$ cat src/rtl/seg7_scan_capture.sv
`default_nettype none
// ============================================================================
//  Module      : seg7_scan_capture
//  Description : Read-back receiver for a multiplexed 8-digit seven-segment
//                bus. Waits for each digit selection to dwell, decodes the
//                glyph and stores it in an 8-slot frame.
//  Revision    : 1.0 - initial release
// ============================================================================
module seg7_scan_capture #(
    parameter int   MIN_DWELL = 16,
    parameter logic SYNC_RST  = 1'b1
) (
    input  logic        clk,
    input  logic        rst_n,
    input  logic [7:0]  dig_in,
    input  logic [7:0]  seg_in,
    output logic [39:0] frame_o,
    output logic [7:0]  dp_o,
    output logic        frame_done,
    output logic [7:0]  glitch_cnt
);

    localparam logic [1:0] c_ST_IDLE    = 2'd0;
    localparam logic [1:0] c_ST_TRACK   = 2'd1;
    localparam logic [1:0] c_ST_HELD    = 2'd2;
    localparam logic [7:0] c_DWELL_LAST = 8'(MIN_DWELL - 1);
    localparam logic [4:0] c_CODE_BLANK = 5'h11;
    localparam logic [7:0] c_SYNC_INIT  = {8{SYNC_RST}};

    // ------------------------------------------------------------------
    // Input synchronizers
    // ------------------------------------------------------------------
    logic [7:0] r_sd_meta;
    logic [7:0] r_sd;
    logic [7:0] r_ss_meta;
    logic [7:0] r_ss;

    always_ff @(posedge clk or negedge rst_n) begin
        if (!rst_n) begin
            r_sd_meta <= c_SYNC_INIT;
            r_sd      <= c_SYNC_INIT;
            r_ss_meta <= c_SYNC_INIT;
            r_ss      <= c_SYNC_INIT;
        end else begin
            r_sd_meta <= dig_in;
            r_sd      <= r_sd_meta;
            r_ss_meta <= seg_in;
            r_ss      <= r_ss_meta;
        end
    end

    // ------------------------------------------------------------------
    // Tracker status
    // ------------------------------------------------------------------
    logic [1:0] r_state;
    logic [1:0] w_state_next;
    logic [7:0] r_hd;
    logic [7:0] r_hs;
    logic [7:0] r_cnt;

    logic [7:0] w_dig_act;
    logic       w_valid;
    logic       w_same_dig;
    logic       w_same_seg;
    logic       w_dwell_done;

    // A legal selection has exactly one digit line pulled low.
    assign w_dig_act    = ~r_sd;
    assign w_valid      = (w_dig_act != 8'd0) && ((w_dig_act & (w_dig_act - 8'd1)) == 8'd0);
    assign w_same_dig   = (r_sd == r_hd);
    assign w_same_seg   = (r_ss == r_hs);
    assign w_dwell_done = (r_cnt == c_DWELL_LAST);

    // ------------------------------------------------------------------
    // FSM: state register
    // ------------------------------------------------------------------
    always_ff @(posedge clk or negedge rst_n) begin
        if (!rst_n) begin
            r_state <= c_ST_IDLE;
        end else begin
            r_state <= w_state_next;
        end
    end

    // ------------------------------------------------------------------
    // FSM: next state
    // ------------------------------------------------------------------
    always_comb begin
        w_state_next = r_state;
        case (r_state)
            c_ST_IDLE: begin
                if (w_valid) begin
                    w_state_next = c_ST_TRACK;
                end
            end
            c_ST_TRACK: begin
                if (!w_valid) begin
                    w_state_next = c_ST_IDLE;
                end else if (w_same_dig && w_same_seg && w_dwell_done) begin
                    w_state_next = c_ST_HELD;
                end else begin
                    w_state_next = c_ST_TRACK;
                end
            end
            c_ST_HELD: begin
                if (!w_valid) begin
                    w_state_next = c_ST_IDLE;
                end else if (!w_same_dig || !w_same_seg) begin
                    w_state_next = c_ST_TRACK;
                end else begin
                    w_state_next = c_ST_HELD;
                end
            end
            default: begin
                w_state_next = c_ST_IDLE;
            end
        endcase
    end

    // ------------------------------------------------------------------
    // FSM: control outputs
    // ------------------------------------------------------------------
    logic w_load;
    logic w_inc;
    logic w_capture;
    logic w_glitch;

    always_comb begin
        w_load    = 1'b0;
        w_inc     = 1'b0;
        w_capture = 1'b0;
        w_glitch  = 1'b0;
        case (r_state)
            c_ST_IDLE: begin
                w_load = w_valid;
            end
            c_ST_TRACK: begin
                if (w_valid) begin
                    if (!w_same_dig) begin
                        w_load = 1'b1;
                    end else if (!w_same_seg) begin
                        // Segments moved under a steady digit before the dwell finished.
                        w_load   = 1'b1;
                        w_glitch = 1'b1;
                    end else if (w_dwell_done) begin
                        w_capture = 1'b1;
                    end else begin
                        w_inc = 1'b1;
                    end
                end
            end
            c_ST_HELD: begin
                w_load = w_valid && (!w_same_dig || !w_same_seg);
            end
            default: begin
                w_load = 1'b0;
            end
        endcase
    end

    // ------------------------------------------------------------------
    // Held value and dwell counter
    // ------------------------------------------------------------------
    always_ff @(posedge clk or negedge rst_n) begin
        if (!rst_n) begin
            r_hd  <= 8'hFF;
            r_hs  <= 8'hFF;
            r_cnt <= 8'd0;
        end else if (w_load) begin
            r_hd  <= r_sd;
            r_hs  <= r_ss;
            r_cnt <= 8'd0;
        end else if (w_inc) begin
            r_cnt <= r_cnt + 8'd1;
        end
    end

    // ------------------------------------------------------------------
    // Glitch counter
    // ------------------------------------------------------------------
    logic [7:0] r_glitch;

    always_ff @(posedge clk or negedge rst_n) begin
        if (!rst_n) begin
            r_glitch <= 8'd0;
        end else if (w_glitch && (r_glitch != 8'hFF)) begin
            r_glitch <= r_glitch + 8'd1;
        end
    end

    // ------------------------------------------------------------------
    // Glyph decode and slot index
    // ------------------------------------------------------------------
    function automatic logic [4:0] f_decode(input logic [6:0] i_seg);
        logic [4:0] v_code;
        case (i_seg)
            7'h40:   v_code = 5'h00;
            7'h79:   v_code = 5'h01;
            7'h24:   v_code = 5'h02;
            7'h30:   v_code = 5'h03;
            7'h19:   v_code = 5'h04;
            7'h12:   v_code = 5'h05;
            7'h02:   v_code = 5'h06;
            7'h78:   v_code = 5'h07;
            7'h00:   v_code = 5'h08;
            7'h10:   v_code = 5'h09;
            7'h08:   v_code = 5'h0A;
            7'h03:   v_code = 5'h0B;
            7'h46:   v_code = 5'h0C;
            7'h21:   v_code = 5'h0D;
            7'h06:   v_code = 5'h0E;
            7'h0E:   v_code = 5'h0F;
            7'h0C:   v_code = 5'h10;
            7'h7F:   v_code = c_CODE_BLANK;
            default: v_code = 5'h1F;
        endcase
        return v_code;
    endfunction

    logic [4:0] w_code;
    logic [2:0] w_slot;

    assign w_code = f_decode(r_hs[6:0]);

    // r_hd is one-hot-low whenever a capture fires, so a simple scan suffices.
    always_comb begin
        w_slot = 3'd0;
        for (int i = 0; i < 8; i++) begin
            if (!r_hd[i]) begin
                w_slot = 3'(i);
            end
        end
    end

    // ------------------------------------------------------------------
    // Frame storage, decimal points and completion tracking
    // ------------------------------------------------------------------
    logic [39:0] r_frame;
    logic [7:0]  r_dp;
    logic [7:0]  r_mask;
    logic        r_done;
    logic [7:0]  w_mask_set;

    assign w_mask_set = r_mask | (8'd1 << w_slot);

    always_ff @(posedge clk or negedge rst_n) begin
        if (!rst_n) begin
            r_frame <= {8{c_CODE_BLANK}};
            r_dp    <= 8'd0;
        end else if (w_capture) begin
            for (int i = 0; i < 8; i++) begin
                if (w_slot == 3'(i)) begin
                    r_frame[5*i +: 5] <= w_code;
                end
            end
            r_dp[w_slot] <= ~r_hs[7];
        end
    end

    always_ff @(posedge clk or negedge rst_n) begin
        if (!rst_n) begin
            r_mask <= 8'd0;
            r_done <= 1'b0;
        end else begin
            r_done <= 1'b0;
            if (w_capture) begin
                if (w_mask_set == 8'hFF) begin
                    r_mask <= 8'd0;
                    r_done <= 1'b1;
                end else begin
                    r_mask <= w_mask_set;
                end
            end
        end
    end

    assign frame_o    = r_frame;
    assign dp_o       = r_dp;
    assign frame_done = r_done;
    assign glitch_cnt = r_glitch;

endmodule
`default_nettype wire

$ cat config.mk
export PLATFORM = sky130hd
export DESIGN_NAME = seg7_scan_capture
export DESIGN_NICKNAME = d
export VERILOG_FILES = /design/src/rtl/seg7_scan_capture.sv
export SDC_FILE = /design/constraint.sdc
export NUM_CORES = 1
export LEC_CHECK = 0
export CAP_MARGIN = 25
export CORE_UTILIZATION = 45
export DETAILED_ROUTE_END_ITERATION = 16
export GPL_TIMING_DRIVEN = 1
export PLACE_DENSITY = 0.68
export SKIP_CTS_REPAIR_TIMING = 1
export SYNTH_ARGS = -nofsm -noshare
export SYNTH_HDL_FRONTEND = slang
export SYNTH_SLANG_ARGS = --single-unit
$ cat constraint.sdc
create_clock -name clk -period 3.1 [get_ports clk]
set_input_delay 0.62 -clock clk [delete_from_list [all_inputs] [get_ports clk]]
set_output_delay 0.62 -clock clk [all_outputs]
set_load 0.02 [all_outputs]
After elaboration in Yosys (flattened, before gate mapping)
Index checks and enable logic that the tools add are counted.
W data, S select, Z words.
{"block": "totals", "in_bits": 18, "elab_cells": 124, "regBits": 123, "output_inout_bits": 57}
{"block": "op_classes", "n_lt_le_gt_ge": 2, "eq_ne": 32, "n_reduce_logical": 23, "shifts": 1, "n_addsub": 3, "mux": 39, "bitwise": 4}
{"operator": "$pmux W5 S18", "n": 1}
{"operator": "$eq A7 B7 Y1 const B", "n": 5}
{"operator": "$mux W8", "n": 3}
{"operator": "$eq A7 B4 Y1 const B", "n": 3}
{"operator": "$eq A7 B5 Y1 const B", "n": 3}
{"operator": "$eq A7 B6 Y1 const B", "n": 3}
{"operator": "$mux W1", "n": 20}
{"operator": "$mux W3", "n": 6}
{"operator": "$add A8 B1 Y8 const B", "n": 2}
{"operator": "$eq A8 B8 Y1", "n": 2}
{"operator": "$reduce_and A2 Y1", "n": 8}
{"operator": "$eq A7 B2 Y1 const B", "n": 2}
{"operator": "$eq A3 B3 Y1 const B", "n": 4}
{"operator": "$mux W2", "n": 5}
{"operator": "$and A8 B8 Y8", "n": 1}
{"operator": "$bwmux W8", "n": 1}
{"operator": "$eq A8 B4 Y1 const B", "n": 1}
{"operator": "$eq A8 B8 Y1 const B", "n": 1}
{"operator": "$logic_not A8 Y1", "n": 1}
{"operator": "$ne A8 B8 Y1 const B", "n": 1}
{"operator": "$not A8 Y8", "n": 1}
{"operator": "$or A8 B8 Y8", "n": 1}
{"operator": "$reduce_bool A8 Y1", "n": 1}
{"operator": "$shl A1 B3 Y8 const A", "n": 1}
{"operator": "other kinds (20)", "n": 27}

Longest topological paths before layout
Gate-level depths: netlist of run 1.
{"block": "depth", "ltp_word": 12, "mapped_depth": 10}

Least setup slack after synthesis of run 1
OpenSTA, ideal clock, no wires.
{"block": "synth_timing", "path_kind": "reg-to-reg", "startpoint": "register r_hd[7]", "endpoint": "register r_frame[16], in the netlist frame_o[16]", "setup_time_ps": 128, "arrival_ps": 2538, "path_stages_with_launch": 10, "required_time_ps": 2972, "path_slack_ps": 435, "path_buffers": 3, "period_less_slack_ps": 2665, "cell_sequence": "dfstp_2 > clkbuf_1 > xnor2_1 > nand4_1 > nor4_4 > nand4b_2 > buf_6 > or3b_1 > buf_6 > mux2_1"}
{"block": "synth_between", "elab_chain_len": 5, "elab_cells_between_ends": 7, "cone_classes": "2 x eq/ne; 4 x mux; 1 x reduce/logical"}
{"element": "start: declaration", "line": "57", "text": "logic [7:0] r_hd;"}
{"element": "start signal: assignment", "line": "170", "text": "r_hd <= r_sd;"}
{"element": "$eq A8 B8 Y1", "line": "70", "text": "assign w_same_dig = (r_sd == r_hd);"}
{"element": "$mux W1", "line": "139", "text": "if (!w_same_dig) begin"}
{"element": "$mux W1", "line": "138", "text": "if (w_valid) begin"}
{"element": "$mux W1", "line": "133", "text": "case (r_state)"}
{"element": "$reduce_and A2 Y1 (no line) *"}
{"element": "end signal: assignment", "line": "248", "text": "r_frame <= {8{c_CODE_BLANK}};"}
{"element": "end signal: indexed assignment", "line": "253", "text": "r_frame[5*i +: 5] <= w_code;"}
{"element": "end: declaration", "line": "238", "text": "logic [39:0] r_frame;"}
Every way passes the cells marked *; elsewhere a longest branch is shown, timed or not.
A chain may end at the register's enable or synchronous reset.

Worst setup path in the final report of run 1
{"block": "layout_timing", "startpoint": "register r_hs[0]", "endpoint": "register r_frame[17], in the netlist frame_o[17]"}
{"block": "layout_between", "elab_chain_len": 6, "elab_cells_between_ends": 25, "cone_classes": "18 x eq/ne; 5 x mux; 2 x reduce/logical"}
{"element": "start: declaration", "line": "58", "text": "logic [7:0] r_hs;"}
{"element": "start signal: assignment", "line": "171", "text": "r_hs <= r_ss;"}
{"element": "$eq A8 B8 Y1", "line": "71", "text": "assign w_same_seg = (r_ss == r_hs);"}
{"element": "$mux W1", "line": "141", "text": "end else if (!w_same_seg) begin"}
{"element": "$mux W1", "line": "139"}
{"element": "$mux W1", "line": "138"}
{"element": "$mux W1", "line": "133"}
{"element": "$reduce_and A2 Y1 (no line)"}
Several ways; a longest one is shown, not always the timed one.

==> flow_summary.toml, run 1 <==
[global_route]
antenna_found_initial = 0
grt_max_degree = 61
grt_pass1_wl_mm = 18.1
track_usage = 0.186
grt_overflow_total = 0
first_global_vias = 3560

[sta]
post-route-min-period_ns = 2.87
timing.slew.headroom = 0.513
slew_viol_final = 0
worst_slew_pin_slew_ns = 0.731
rsz0062_at_grt = "no"
fmax_ghz = 0.348
fin_tns_setup_ns = 0
timing.final.hold_violations = 0
setup_ws_ns = 0.226
min_period_over_period = 0.927
fin_worst_skew_ns = 0.00601
finalSetupViolations = 0

[yosys]
ys_dominant_reg_cell = "dfstp_2"
synth_area_um2 = 5420
ys_async_sr_fraction = 1.00
syn-num-nets = 453
synth_cells = 433
synth_compound_area_frac = 0.0637
synth-warning-count = 0
ys_seq_elements = 123
synth_mux_area_frac = 0.132
synth_top_family_by_area = "multiplexers"
avgSynthCellArea_um2 = 12.5
synth-xor-area-share = 0.0510
yosys.area_share.simple = 0.122
synth_cell_types = 56
yosysSeqAreaShare = 0.583
synth_adder_area_share = 0.00646
synth_edf_count = 0

[drt]
drc = 6
via_per_inst = 5.30
num_vias = 3550
wl_per_cell_um = 16.0
totalWireLength_mm = 10.7
drt_iter0_drc = 145
firstDrtPassIters = 10
postRouteAntennaNets = 0

[critical_path]
crit_path_cell_trace = "xnor2_1 > nand4_1 > nor4_4 > nand4b_2 > or3b_1 > mux2_1"
start_kind = "register"
rrSetupSlack_ns = 0.23
r2r_cells = 6
crit_arrival_ns = 3.16
crit_cells = 6
crit_buf_inv = 0
endpoint_kind = "register"
path_max_fanout = 15
cp.required_ns = 3.38
max_stage_delay_ns = 0.68
cp_top_family = "simple AND/OR/NAND/NOR gates"
critPathKind = "register to register"
crit_slowest_cell = "dfstp_2"

[placed_design]
post-place-cells = 638
port_buffers = 74
dpl_worst_slack_ns = 0.231
dp_hpwl_mm = 7.36
place_congestion = 0.833

[power]
intPower_mw = 3.27
vdd_ir_drop_max_v = 0.000513
switching_share = 0.263
pwr-share-clk = 0.426
p_per_area_nw_per_um2 = 647
power_frac_comb = 0.143
p_sw_mw = 1.17
p_leak_nw = 2.93
pwr-share-seq = 0.431

[cells_and_area]
layout-drive-gt1-share = 0.309
fin_cells = 670
antennaDiodeCount = 0
register_area_um2 = 3160
multi_input_area_um2 = 2030
final_cell_mix = "clkdlybuf4s50_1, dfstp_2, dfrtp_1"
nets = 534
final_common_cell = "clkdlybuf4s50_1"
fill_cells = 948
area_growth_pct = 26.7

[outcome]
status = "finished with violations"
violations = "design-rule violations"

[hold_path]
min_path_type = "input pin to async pin"

[clock_network]
clk_pin_slew_ns = 0.05
clk_path_buf_depth = 2
clk_latency_ns = 0.41
cts.sinks = 123
cts_root_buf = "clkbuf_16"
numCtsBuffers = 17
cts_tree = "built"
cts_htree_levels = 4

[floorplan]
io_pins = 75
core_um2 = 11600
die_area_um2 = 12500
start_util = 0.469
die-width_um = 112
rows = 39
die_h_um = 112

[flow_run]
drv_cap = 0
## power by group through the flow
stage	combinational, mW	sequential, mW	clock, mW
2_1_floorplan	0.516	1.83	0
3_3_place_gp	0.632	1.93	0
3_5_place_dp	0.632	1.94	0
4_1_cts	0.634	1.91	1.94
5_1_grt	0.701	1.93	2.01
6_report	0.634	1.92	1.89
## synth_stat cells (all sizes together) (2+ instances only)
cell type / count / area [um^2]
nand3: 11 / 55.1
nor2b: 5 / 31.3
o22ai: 4 / 25.0
nor4: 5 / 61.3
a21oi: 13 / 65.1
xor2: 12 / 105
ha: 2 / 25.0
or2: 3 / 18.8
mux2: 50 / 563
a32oi: 2 / 17.5
nor2: 22 / 90.1
a31oi: 3 / 18.8
or3: 5 / 31.3
xnor2: 17 / 171
inv: 27 / 101
o21a: 6 / 45.0
dfstp: 64 / 1680
and3: 9 / 56.3
nand3b: 2 / 15.0
and4: 2 / 17.5
and4b: 2 / 20.0
clkbuf: 11 / 41.3
nand4: 13 / 87.6
nand2b: 2 / 12.5
nand4b: 5 / 50.0
mux2i: 15 / 150
buf: 11 / 88.8
nand2: 12 / 45.0
o21ai: 18 / 90.1
dfrtp: 59 / 1480
nor3: 6 / 35.0
## metal layers
| metal | vias to the layer above | track usage | part of all wire |
|---|---|---|---|
| met2 | 72 | 0.295 | 0.48 |
| met1 | 1784 | 0.246 | 0.46 |
| met3 | 6 | 0.0577 | 0.043 |
| li1 | 1688 | - | - |
| met4 | 0 | 0.0568 | 0.0071 |
| met5 | - | 0 | 0 |
## worst paths after layout
kind | from | endpoint
worst min-delay path | rst_n | frame_o[28]$_DFFE_PN0P_
worst min register to register | r_sd_meta[0]$_DFF_PN1_ | r_sd[0]$_DFF_PN1_
min in group clk | r_sd_meta[0]$_DFF_PN1_ | r_sd[0]$_DFF_PN1_
worst max register to register | r_hs[0]$_DFFE_PN1P_ | frame_o[17]$_DFFE_PN0P_
worst max-delay path | r_hs[0]$_DFFE_PN1P_ | frame_o[17]$_DFFE_PN0P_
max in group asynchronous | rst_n | r_hs[7]$_DFFE_PN1P_
## cells by family after synthesis
family	Yosys count
AOI/OAI and AO/OA	56
xor gates and xnor gates	29
adders and majority gates	3
buffers and inverters	49
DFF	123
muxes	65
and+or+nand+nor	108
## cell type report
cell class	count	share of cell area
multi-input combinational	261	0.296
inverter	27	0.0148
clock inverter	8	0.0133
tap	143	0.0261
timing repair buffer	84	0.120
clock buffer	24	0.0701
sequential	123	0.460
## flip-flops by register name, indices dropped and copies added (netlist names), 2 cells and up
signal and cells:
r_ss 8, r_sd 8, r_state 2, frame_o 40, glitch_cnt 8, r_mask 8
dp_o 8, r_ss_meta 8, r_hd 8, r_hs 8, r_sd_meta 8, r_cnt 8
## worst reg2reg max path, delay by kind of cell, from the launching register on
kind,cells,cell delay [ns]
muxes,1,0.37
DFF,1,0.68
and+or+nand+nor,4,1.55
xor gates and xnor gates,1,0.16
## per-stage QoR
step	power, mW	hold slack (ns)	instance area [um^2]	util
after global routing	4.65	0.325	6870	0.594
final	4.44	0.279	6870	0.594
after CTS	4.49	0.288	6870	0.594
after floorplan	2.35	0.324	5420	-
after global placement	2.56	0.346	6290	0.544
after detailed placement	2.57	0.347	6290	0.544
No activity file was read; power rests on OpenSTA's default activity.
==> inputs of run 2 (changes only) <==
--- a/config.mk
+++ b/config.mk
@@ -6,6 +6,7 @@
 export NUM_CORES = 1
 export LEC_CHECK = 0
 export CAP_MARGIN = 25
+export CORE_ASPECT_RATIO = 0.9
 export CORE_UTILIZATION = 45
 export DETAILED_ROUTE_END_ITERATION = 16
 export GPL_TIMING_DRIVEN = 1
==> run 2 against run 1 <==
  * The run now ends clean
  * Setup slack better by 0.031 ns
  * Via count is 1.5% higher
  * Power is 4.5% higher
  * Critical endpoint is now frame_o[18]$_DFFE_PN0P_
  * Flip-flop and latch count stayed put
  * Critical path type unchanged
==> flow_summary.toml, run 2 (same netlist as run 1, synthesis figures left out) <==
[drt]
num_vias = 3602
drt_iter0_drc = 144
firstDrtPassIters = 4
drc = 0
wl_per_cell_um = 16.5
totalWireLength_mm = 11.4
via_per_inst = 5.22
postRouteAntennaNets = 0

[global_route]
first_global_vias = 3852
grt_pass1_wl_mm = 19.4
antenna_found_initial = 0
grt_max_degree = 56
grt_overflow_total = 0
track_usage = 0.202

[cells_and_area]
fin_area_um2 = 6970
final_cell_mix = "clkdlybuf4s50_1, dfstp_2, dfrtp_1"
antennaDiodeCount = 0
final_common_cell = "clkdlybuf4s50_1"
area_growth_pct = 28.6
post-route-util = 0.602
nets = 541
largest_register_ffs = 40
layout-drive-gt1-share = 0.324

[placed_design]
dpl_worst_slack_ns = 0.256
post_dp_cell_area_um2 = 6350
port_buffers = 74
dp_hpwl_mm = 7.76
place_congestion = 0.750

[outcome]
status = "complete, no violations"

[clock_network]
clk_path_buf_depth = 2
clk_latency_ns = 0.41
cts_tree = "built"
cts_root_buf = "clkbuf_16"
cts_htree_levels = 4
numCtsBuffers = 17
clk_pin_slew_ns = 0.06
cts.sinks = 123

[floorplan]
die_area_um2 = 12500
io_pins = 75
die-width_um = 118
core_um2 = 11600
rows = 37
die_h_um = 106
start_util = 0.468

[sta]
timing.slew.headroom = 0.541
min_period_over_period = 0.917
holdWs_ns = 0.271
fmax_ghz = 0.352
fin_tns_setup_ns = 0
setup_ws_ns = 0.257
slew_viol_final = 0
post-route-min-period_ns = 2.84
rsz0062_at_grt = "no"
finalSetupViolations = 0
fin_worst_skew_ns = 0.0127
worst_slew_pin_slew_ns = 0.688
timing.final.hold_violations = 0

[critical_path]
path_max_fanout = 15
critPathKind = "register to register"
crit_slowest_cell = "dfstp_2"
endpoint_kind = "register"
crit_arrival_ns = 3.14
cp.required_ns = 3.40
crit_path_cell_trace = "xnor2_1 > nand4_1 > nor4_4 > nand4b_2 > or3b_1 > mux2_1"
r2r_cells = 6
start_kind = "register"
max_stage_delay_ns = 0.69
rrSetupSlack_ns = 0.26

[hold_path]
min_path_type = "input pin to async pin"

[power]
p_per_area_nw_per_um2 = 666
p_leak_nw = 2.97
vdd_ir_drop_max_v = 0.000457

[flow_run]
drv_cap = 0
## run 2: per-stage QoR
step | cells | total power, mW
after detailed placement | 658 | 2.59
after floorplan | 433 | 2.35
after global routing | 690 | 4.85
final | 690 | 4.64
after global placement | 658 | 2.59
after CTS | 690 | 4.68
## run 2: worst max-delay path: cells and delay by family (launching register included)
| family | cells | cell delay [ns] |
|---|---|---|
| and+or+nand+nor | 4 | 1.52 |
| DFF | 1 | 0.69 |
| muxes | 1 | 0.36 |
| xor gates and xnor gates | 1 | 0.16 |
## run 2: final timing paths
check | from | to
setup / recovery | r_hs[0]$_DFFE_PN1P_ | frame_o[18]$_DFFE_PN0P_
hold / removal | rst_n | frame_o[12]$_DFFE_PN0P_
setup reg to reg | r_hs[0]$_DFFE_PN1P_ | frame_o[18]$_DFFE_PN0P_
hold reg to reg | r_sd_meta[7]$_DFF_PN1_ | r_sd[7]$_DFF_PN1_
max in group asynchronous | rst_n | frame_o[20]$_DFFE_PN1P_
min in group clk | r_sd_meta[7]$_DFF_PN1_ | r_sd[7]$_DFF_PN1_
## run 2: per-layer routing
| metal | up-vias | share of wire | track usage |
|---|---|---|---|
| met5 | - | 0 | 0 |
| met4 | 0 | 0.013 | 0.0797 |
| met3 | 9 | 0.039 | 0.0547 |
| met2 | 76 | 0.50 | 0.326 |
| met1 | 1820 | 0.45 | 0.260 |
| li1 | 1697 | - | - |
## run 2: cell type report
| class | instances | area (um^2) |
|---|---|---|
| well taps | 156 | 195 |
| multi-input cells | 261 | 2030 |
| flip-flops and latches | 123 | 3160 |
| fillers | 935 | 4600 |
| clock inverters | 14 | 193 |
| inverters | 27 | 101 |
| clock buffers | 18 | 429 |
| repair buffers | 91 | 866 |
## run 2: power breakdown
group / total [mW] / switching, mW / internal (mW)
combinational: 0.657 / 0.375 / 0.282
clock: 2.06 / 0.716 / 1.35
sequential: 1.92 / 0.162 / 1.76
total: 4.64 / 1.25 / 3.39
